<file path="config.mk">
export PLATFORM = sky130hd
export DESIGN_NAME = fwd_hazard_ctrl_flat
export DESIGN_NICKNAME = d
export VERILOG_FILES = /design/src/rtl/fwd_hazard_ctrl_if.sv /design/src/rtl/fwd_hazard_ctrl.sv /design/src/flat_wrapper.sv
export SDC_FILE = /design/constraint.sdc
export NUM_CORES = 1
export LEC_CHECK = 0
export BUFFER_PORTS_ARGS = -buffer_cell sky130_fd_sc_hd__clkbuf_2
export CORE_ASPECT_RATIO = 1.4
export CORE_MARGIN = 5
export CORE_UTILIZATION = 48
export CTS_CLUSTER_SIZE = 12
export DETAILED_ROUTE_END_ITERATION = 6
export PLACE_DENSITY = 0.73
export SYNTH_ARGS = -nofsm -noshare
export SYNTH_HDL_FRONTEND = slang
export SYNTH_SLANG_ARGS = --single-unit
</file>
<file path="constraint.sdc">
create_clock -name clk -period 1.6 [get_ports clk]
set_input_delay 0.16 -clock clk [delete_from_list [all_inputs] [get_ports clk]]
set_output_delay 0.16 -clock clk [all_outputs]
set_load 0.005 [all_outputs]
</file>
<file path="src/rtl/fwd_hazard_ctrl_if.sv">
// Decode/bypass bundle between the decoder side and the hazard controller.
// The master drives the decode slot; the slave returns selects and holds.
interface fwd_hazard_ctrl_if #(
    parameter int REG_AW = 5,
    parameter int SELW   = 2
);
    logic              ext_stall;
    logic              dec_valid;
    logic [REG_AW-1:0] dec_rs1;
    logic [REG_AW-1:0] dec_rs2;
    logic              dec_rs1_used;
    logic              dec_rs2_used;
    logic [REG_AW-1:0] dec_rd;
    logic              dec_we;
    logic              dec_is_load;
    logic              redirect;
    logic              stall;
    logic              kill_dec;
    logic [SELW-1:0]   fwd_sel_a;
    logic [SELW-1:0]   fwd_sel_b;
    logic              wb_we;
    logic [REG_AW-1:0] wb_rd;
    logic              busy;

    modport master (
        output ext_stall, dec_valid, dec_rs1, dec_rs2,
        output dec_rs1_used, dec_rs2_used, dec_rd,
        output dec_we, dec_is_load, redirect,
        input  stall, kill_dec, fwd_sel_a, fwd_sel_b,
        input  wb_we, wb_rd, busy
    );

    modport slave (
        input  ext_stall, dec_valid, dec_rs1, dec_rs2,
        input  dec_rs1_used, dec_rs2_used, dec_rd,
        input  dec_we, dec_is_load, redirect,
        output stall, kill_dec, fwd_sel_a, fwd_sel_b,
        output wb_we, wb_rd, busy
    );
endinterface

</file>
<file path="src/rtl/fwd_hazard_ctrl.sv">
// Bypass/hazard controller: destination-tag scoreboard for DEPTH stages.
// Drives operand forward selects, load-use stall, redirect kill, writeback.
module fwd_hazard_ctrl #(
    parameter int REG_AW      = 5,
    parameter int DEPTH       = 3,
    parameter int LOAD_LAT    = 1,
    parameter int KILL_CYCLES = 1,
    parameter int SELW        = $clog2(DEPTH + 1)
) (
    input logic              clk,
    input logic              reset,
    fwd_hazard_ctrl_if.slave bus
);
    typedef struct packed {
        logic              v;
        logic              we;
        logic [REG_AW-1:0] rd;
        logic              ld;
    } entry_t;

    entry_t     ent_q [DEPTH];
    logic [2:0] kc_q;

    logic            kill_c;
    logic            dv;
    logic            stall_c;
    logic            haz_a;
    logic            haz_b;
    logic [SELW-1:0] sel_a;
    logic [SELW-1:0] sel_b;
    logic            busy_c;

    function automatic logic hit(entry_t e, logic [REG_AW-1:0] s,
                                 logic used);
        return e.v & e.we & (e.rd == s) & (s != '0) & used;
    endfunction

    assign kill_c  = bus.redirect | (kc_q != 3'd0);
    assign dv      = bus.dec_valid & ~kill_c;
    assign stall_c = dv & (haz_a | haz_b) & ~bus.redirect;

    // Youngest matching producer wins; an unready load flags a hazard.
    always_comb begin
        sel_a = '0;
        haz_a = 1'b0;
        sel_b = '0;
        haz_b = 1'b0;
        for (int k = DEPTH - 1; k >= 0; k--) begin
            if (hit(ent_q[k], bus.dec_rs1, bus.dec_rs1_used)) begin
                haz_a = ent_q[k].ld && (k < LOAD_LAT);
                sel_a = haz_a ? '0 : SELW'(k + 1);
            end
            if (hit(ent_q[k], bus.dec_rs2, bus.dec_rs2_used)) begin
                haz_b = ent_q[k].ld && (k < LOAD_LAT);
                sel_b = haz_b ? '0 : SELW'(k + 1);
            end
        end
    end

    // Pipeline occupancy is the OR of all valid bits.
    always_comb begin
        busy_c = 1'b0;
        for (int k = 0; k < DEPTH; k++) begin
            busy_c = busy_c | ent_q[k].v;
        end
    end

    // Scoreboard shift and kill counter; freeze wins, then redirect, then stall.
    always_ff @(posedge clk or negedge reset) begin
        if (!reset) begin
            for (int k = 0; k < DEPTH; k++) begin
                ent_q[k] <= '0;
            end
            kc_q <= 3'd0;
        end else if (!bus.ext_stall) begin
            for (int k = 1; k < DEPTH; k++) begin
                ent_q[k] <= ent_q[k-1];
            end
            if (bus.redirect) begin
                ent_q[0] <= '0;
                kc_q     <= 3'(KILL_CYCLES - 1);
            end else if (stall_c) begin
                ent_q[0] <= '0;
            end else begin
                ent_q[0] <= '{v:  dv,
                              we: bus.dec_we & dv,
                              rd: bus.dec_rd,
                              ld: bus.dec_is_load & dv};
                if (kc_q != 3'd0) begin
                    kc_q <= kc_q - 3'd1;
                end
            end
        end
    end

    assign bus.stall     = stall_c;
    assign bus.kill_dec  = kill_c;
    assign bus.fwd_sel_a = sel_a;
    assign bus.fwd_sel_b = sel_b;
    assign bus.wb_we     = ent_q[DEPTH-1].v & ent_q[DEPTH-1].we;
    assign bus.wb_rd     = ent_q[DEPTH-1].rd;
    assign bus.busy      = busy_c;
endmodule

</file>
<file path="src/flat_wrapper.sv">
// flat-port wrapper written by rule: the top's interface ports become plain ports
module fwd_hazard_ctrl_flat 
#(
    parameter int REG_AW      = 5,
    parameter int DEPTH       = 3,
    parameter int LOAD_LAT    = 1,
    parameter int KILL_CYCLES = 1,
    parameter int SELW        = $clog2(DEPTH + 1)
)
  (clk, reset, bus_ext_stall, bus_dec_valid, bus_dec_rs1, bus_dec_rs2, bus_dec_rs1_used, bus_dec_rs2_used, bus_dec_rd, bus_dec_we, bus_dec_is_load, bus_redirect, bus_stall, bus_kill_dec, bus_fwd_sel_a, bus_fwd_sel_b, bus_wb_we, bus_wb_rd, bus_busy);
  fwd_hazard_ctrl_if #(.REG_AW(REG_AW), .SELW(SELW)) bus_i ();
  input logic clk;
  input logic reset;
  input wire logic [$bits(bus_i.ext_stall)-1:0] bus_ext_stall;
  input wire logic [$bits(bus_i.dec_valid)-1:0] bus_dec_valid;
  input wire logic [$bits(bus_i.dec_rs1)-1:0] bus_dec_rs1;
  input wire logic [$bits(bus_i.dec_rs2)-1:0] bus_dec_rs2;
  input wire logic [$bits(bus_i.dec_rs1_used)-1:0] bus_dec_rs1_used;
  input wire logic [$bits(bus_i.dec_rs2_used)-1:0] bus_dec_rs2_used;
  input wire logic [$bits(bus_i.dec_rd)-1:0] bus_dec_rd;
  input wire logic [$bits(bus_i.dec_we)-1:0] bus_dec_we;
  input wire logic [$bits(bus_i.dec_is_load)-1:0] bus_dec_is_load;
  input wire logic [$bits(bus_i.redirect)-1:0] bus_redirect;
  output wire logic [$bits(bus_i.stall)-1:0] bus_stall;
  output wire logic [$bits(bus_i.kill_dec)-1:0] bus_kill_dec;
  output wire logic [$bits(bus_i.fwd_sel_a)-1:0] bus_fwd_sel_a;
  output wire logic [$bits(bus_i.fwd_sel_b)-1:0] bus_fwd_sel_b;
  output wire logic [$bits(bus_i.wb_we)-1:0] bus_wb_we;
  output wire logic [$bits(bus_i.wb_rd)-1:0] bus_wb_rd;
  output wire logic [$bits(bus_i.busy)-1:0] bus_busy;
  assign bus_i.ext_stall = bus_ext_stall;
  assign bus_i.dec_valid = bus_dec_valid;
  assign bus_i.dec_rs1 = bus_dec_rs1;
  assign bus_i.dec_rs2 = bus_dec_rs2;
  assign bus_i.dec_rs1_used = bus_dec_rs1_used;
  assign bus_i.dec_rs2_used = bus_dec_rs2_used;
  assign bus_i.dec_rd = bus_dec_rd;
  assign bus_i.dec_we = bus_dec_we;
  assign bus_i.dec_is_load = bus_dec_is_load;
  assign bus_i.redirect = bus_redirect;
  assign bus_stall = bus_i.stall;
  assign bus_kill_dec = bus_i.kill_dec;
  assign bus_fwd_sel_a = bus_i.fwd_sel_a;
  assign bus_fwd_sel_b = bus_i.fwd_sel_b;
  assign bus_wb_we = bus_i.wb_we;
  assign bus_wb_rd = bus_i.wb_rd;
  assign bus_busy = bus_i.busy;
  fwd_hazard_ctrl #(.REG_AW(REG_AW), .DEPTH(DEPTH), .LOAD_LAT(LOAD_LAT), .KILL_CYCLES(KILL_CYCLES), .SELW(SELW)) u_core (.clk(clk), .reset(reset), .bus(bus_i));
endmodule
</file>
* Word level (Yosys, flattened, before mapping) *
Cells that the tools add are included.

word-level totals
  bits in registers = 25
  output and inout bits = 13
  word-level logic and storage cells = 71

operators by class
  add/subtract/negate cells = 1
  eq/ne operators = 7
  multiplexer cells = 14
  bitwise gates (word level) = 33
  reductions and logical operators = 5

operators with widths
  kind                                                                number
  5-bit == test                                                       6
  1-bit bitwise AND                                                   26
  8-bit 2-to-1 mux                                                    2
  2-bit 2-to-1 mux                                                    6
  5-bit nonzero test                                                  2
  3-bit 2-to-1 mux                                                    3
  1-bit bitwise OR                                                    4
  1-bit 2-to-1 mux                                                    3
  1-bit inverter                                                      3
  3-bit AND reduction                                                 1
  3-bit nonzero test                                                  1
  3-bit by 1-bit subtractor with 3-bit output, second input constant  1
  2-bit inequality test, second input constant                        1
  2-bit nonzero test                                                  1

* Depth between registers and ports, before layout *
  depth after elaboration = 10
  depth in mapped cells = 7
  depth with buffers taken out = 7

* Worst setup path after synthesis *
OpenSTA, ideal clock, no wires.

  kind = reg-to-reg
  from = register u_core.kc_q[0]
  to = register u_core.ent_q[17] (netlist name)
  setup time = 0.122 ns
  arrival = 1.532 ns
  required time = 1.478 ns
  setup slack = -0.054 ns
  stages on the path, launching flop included = 7
  period minus slack after synthesis = 1.654 ns
  path through = dfrtp_1 > inv_1 > ha_1 > ha_1 > nor2b_1 > o2111ai_4 > a32o_1

on the way
  word-level cells in the longest chain between the ends = 8

RTL lines
  item                            line                   source
  start: declaration              fwd_hazard_ctrl.sv:22  logic [2:0] kc_q;
  start signal: assignment        fwd_hazard_ctrl.sv:81  kc_q <= 3'(KILL_CYCLES - 1);
  start signal: assignment        fwd_hazard_ctrl.sv:90  kc_q <= kc_q - 3'd1;
  3-bit nonzero test              fwd_hazard_ctrl.sv:38  assign kill_c = bus.redirect | (kc_q != 3'd0);
  1-bit bitwise OR                fwd_hazard_ctrl.sv:38
  1-bit inverter                  fwd_hazard_ctrl.sv:39  assign dv = bus.dec_valid & ~kill_c;
  1-bit bitwise AND               fwd_hazard_ctrl.sv:39
  1-bit bitwise AND (2 in a row)  fwd_hazard_ctrl.sv:40  assign stall_c = dv & (haz_a | haz_b) & ~bus.redirect;
  8-bit 2-to-1 mux                fwd_hazard_ctrl.sv:82  end else if (stall_c) begin
  8-bit 2-to-1 mux                fwd_hazard_ctrl.sv:79  if (bus.redirect) begin
  end signal: indexed assignment  fwd_hazard_ctrl.sv:77  ent_q[k] <= ent_q[k-1];
  end: declaration                fwd_hazard_ctrl.sv:21  entry_t ent_q [DEPTH];

No other way between the ends.
A chain may end at the register's enable or synchronous reset.

* Final worst setup path *
  from = register u_core.ent_q, in the netlist u_core.bus.wb_rd[4]
  to = output port bus_fwd_sel_b[0]

on the way
  word-level cells in the longest chain between the ends = 7

RTL lines
  item                            line                   source
  5-bit == test                   fwd_hazard_ctrl.sv:35  return e.v & e.we & (e.rd == s) & (s != '0) & used;
  1-bit bitwise AND (3 in a row)  fwd_hazard_ctrl.sv:35
  2-bit 2-to-1 mux (3 in a row)   fwd_hazard_ctrl.sv:53  if (hit(ent_q[k], bus.dec_rs2, bus.dec_rs2_used)) begin
  end: declaration                flat_wrapper.sv:27     output wire logic [$bits(bus_i.fwd_sel_b)-1:0] bus_fwd_sel_b;

No other way between the ends.

==> qor.yml <==
clock_network:
  clk_latency_ns: 0.27
  cts-root-buf: "clkbuf_8"
  htree_levels: 1
  clk_path_buf_depth: 2
  cts_inserted_buffers: 3
  clock-sinks: 25
  cts_tree: "yes"
  clk_pin_slew_ns: 0.08
grt:
  first_global_vias: 1453
  grt_pass1_wl_mm: 6.672
  grt_use_total_pct: 19.57
  gr-total-overflow: 0
  grt_max_degree: 26
  antenna_found_initial: 0
logic_synthesis:
  synth_area_um2: 1521
  avgSynthCellArea_um2: 10.95
  synth-seq-cells: 25
  synth-seq-area-share_pct: 41.12
  synthCells: 139
  synth.area.top_cells: "dfrtp_1 41%, xnor2_1 15%, mux2_2 10%"
  yosys_warnings: 0
  synth_fp_nets: 165
  synth_top_area_share_pct: 41.12
  ys_types: 29
  synth_area_leader_cell: "dfrtp_1"
hold_path:
  min_path_type: "in2reg"
  hp-start: "bus_dec_we"
  worstHoldPathCells: 2
drt:
  vias: 1370
  ant_nets: 0
  drt_first_iter_violations: 39
  dr.pass1.iters: 4
  drc: 0
  wire_per_inst_um: 16.47
  drt_wl_total_mm: 4.085
  via_per_inst: 5.524
finish:
  final_util_pct: 69.74
  final_net_count: 236
  area_growth_pct: 41.78
  fin_cells: 248
  nFillCells: 230
  antenna_cells: 0
  drive_gt1_share_pct: 53.11
power:
  powerDensity_nw_per_um2: 962.2
  cellLeakagePower_nw: 1.025
  ir_drop_mv: 0.9402
floorplanning:
  io_pins: 37
  die_y_um: 76.62
  coreArea_um2: 3093
  initial_utilization_pct: 49.19
  die_area_um2: 4411
  rows: 24
  fp.dieW_um: 57.58
worst_setup_path:
  cpPeakStageDelay_ns: 0.44
  worstReg2RegStart: "u_core.ent_q[18]$_DFFE_PN0N_"
  worstSetupStartpointType: "flop"
  cp_slowest_cell: "or4_4"
  criticalPathCategory: "reg2out"
  r2r_cells: 7
  crit_start: "u_core.bus.wb_rd[4]$_DFFE_PN0N_"
  critical_path.cell_chain: "xnor2_1 -> nand4_1 -> or4_4 -> nand2b_4 -> mux2i_2 -> buf_2"
  cp.required_ns: 1.44
  crit_arrival_ns: 1.86
  cp_max_fo: 2
  crit_path_end_kind: "output pin"
sta:
  final_max_slew_viol_count: 0
  fin_hold_ws_ns: 0.1322
  period_share_pct: 126.4
  skew_ns: 0.005641
  finalSetupViolations: 13
  rsz0062_at_grt: "true"
  max_freq_mhz: 494.5
  max-slew-margin-rel_pct: 59.07
  hold_violations: 0
  worst_pin_slew_ns: 0.6139
  fin_crit_ns: 2.022
  fin_ws_ns: -0.4224
place:
  port_buffers: 36
  dp_hpwl_mm: 3.176
  placed_cells: 237
  preCtsSetupSlack_ns: -0.2033
  gp_congestion: 0.9129
run_status:
  violations: "negative setup slack"
  outcome: "finished, violations left"
job:
  cap_violations: 0
-- metrics by stage --
stage	power, mW	cell area [um2]	TNS (ns)
after floorplan	1.262	1524	0
after global placement	1.526	1937	-0.8960
after detailed placement	1.587	1937	-1.211
after CTS	2.001	2117	-2.345
after global routing	2.209	2157	-3.769
final	2.076	2157	-2.616
-- state kept, by name, summed over array words and instances, names as in the netlist --
name,flops
u_core.ent_q,17
u_core.bus.wb_rd,5
u_core.kc_q,3
-- final timing paths --
| kind | end | slack [ns] |
|---|---|---|
| min in group asynchronous | u_core.ent_q[15]$_DFFE_PN0N_ | 0.43 |
| worst min-delay path | u_core.ent_q[22]$_DFFE_PN0N_ | 0.13 |
| worst max register to register | u_core.ent_q[20]$_DFFE_PN0N_ | -0.15 |
| worst max-delay path | bus_fwd_sel_b[0] | -0.42 |
| max in group asynchronous | u_core.ent_q[13]$_DFFE_PN0N_ | 0.77 |
| worst min register to register | u_core.ent_q[6]$_DFFE_PN0N_ | 0.53 |
-- kinds of logic (layout without fill, tap and decap cells) --
kind of cell / count (synthesis) / after routing / share of synthesized area (%)
adder cells (fa/ha/maj): 2 / 2 / 1.644
XOR/XNOR: 30 / 30 / 17.27
multiplexers: 16 / 16 / 11.68
AO/OA/AOI/OAI: 18 / 18 / 10.86
buffers and inverters: 14 / 84 / 4.688
flip-flops: 25 / 25 / 41.12
AND/OR/NAND/NOR: 34 / 34 / 12.75
-- layout make-up --
cell class / count / area, um2 / area share, %
Tap cell: 39 / 48.80 / 2.262
Multi-Input combinational cell: 100 / 935.9 / 43.39
Inverter: 6 / 22.52 / 1.044
Clock buffer: 4 / 45.04 / 2.088
Sequential cell: 25 / 625.6 / 29.00
Timing Repair Buffer: 74 / 479.2 / 22.22
-- power breakdown --
group	switching (mW)	total, mW	internal, mW
Sequential	0.102	0.843	0.741
Combinational	0.390	0.862	0.472
Clock	0.192	0.370	0.178
-- what timing repair did --
action | 4_1_cts | 5_1_grt
endpoints found under the hold margin | 25 | 0
pin swaps | 19 | 8
gates resized for setup | 15 | 11
hold buffers | 1 | 0
endpoints found under the setup margin | 13 | 14
buffers inserted | 5 | 1
-- routing by layer --
layer / vias to the layer above / share of wire (%) / wire [um] / GRT usage, %
met4: 0 / 3.6 / 147 / 9.281
met2: 56 / 52 / 2117 / 33.26
met3: 13 / 7.2 / 296 / 4.237
met1: 668 / 37 / 1525 / 22.67
met5: - / 0 / 0 / 0
li1: 633 / - / - / -
-- cells in the mapped netlist --
master	count
a21oi_1	3
a22o_1	1
a32o_1	7
buf_4	5
clkbuf_1	3
dfrtp_1	25
ha_1	2
inv_1	6
mux2_2	14
mux2i_1	2
nand2_1	7
nand2b_1	2
nand3_1	2
nand4_1	6
nor2_1	5
nor2b_1	1
nor3_1	2
nor3_2	2
nor4_1	2
o2111ai_4	1
o21ai_0	3
o21ai_1	1
o21ai_2	1
o21ai_4	1
or3_1	1
or4_1	3
or4_4	1
xnor2_1	26
xor2_1	4
-- worst max-delay path, delay by kind of cell (launching register included) --
family | cells | cell delay [ns]
AND/OR/NAND/NOR | 3 | 0.73
XOR/XNOR | 1 | 0.17
flip-flops | 1 | 0.41
buffers and inverters | 1 | 0.15
multiplexers | 1 | 0.14
-- layout by cell type (no fill, tap or decap), drive strengths merged --
cell type	n
buf	41
nand2b	2
o2111ai	1
nand4	6
or3	1
inv	6
a21oi	3
a32o	7
nor2	5
o21ai	6
dlygate4sd3	1
nand2	7
clkbuf	36
a22o	1
xor2	4
dfrtp	25
ha	2
xnor2	26
nor4	2
nand3	2
or4	4
nor3	4
nor2b	1
mux2	14
mux2i	2
Note: power is estimated with default switching activity, not from simulation.
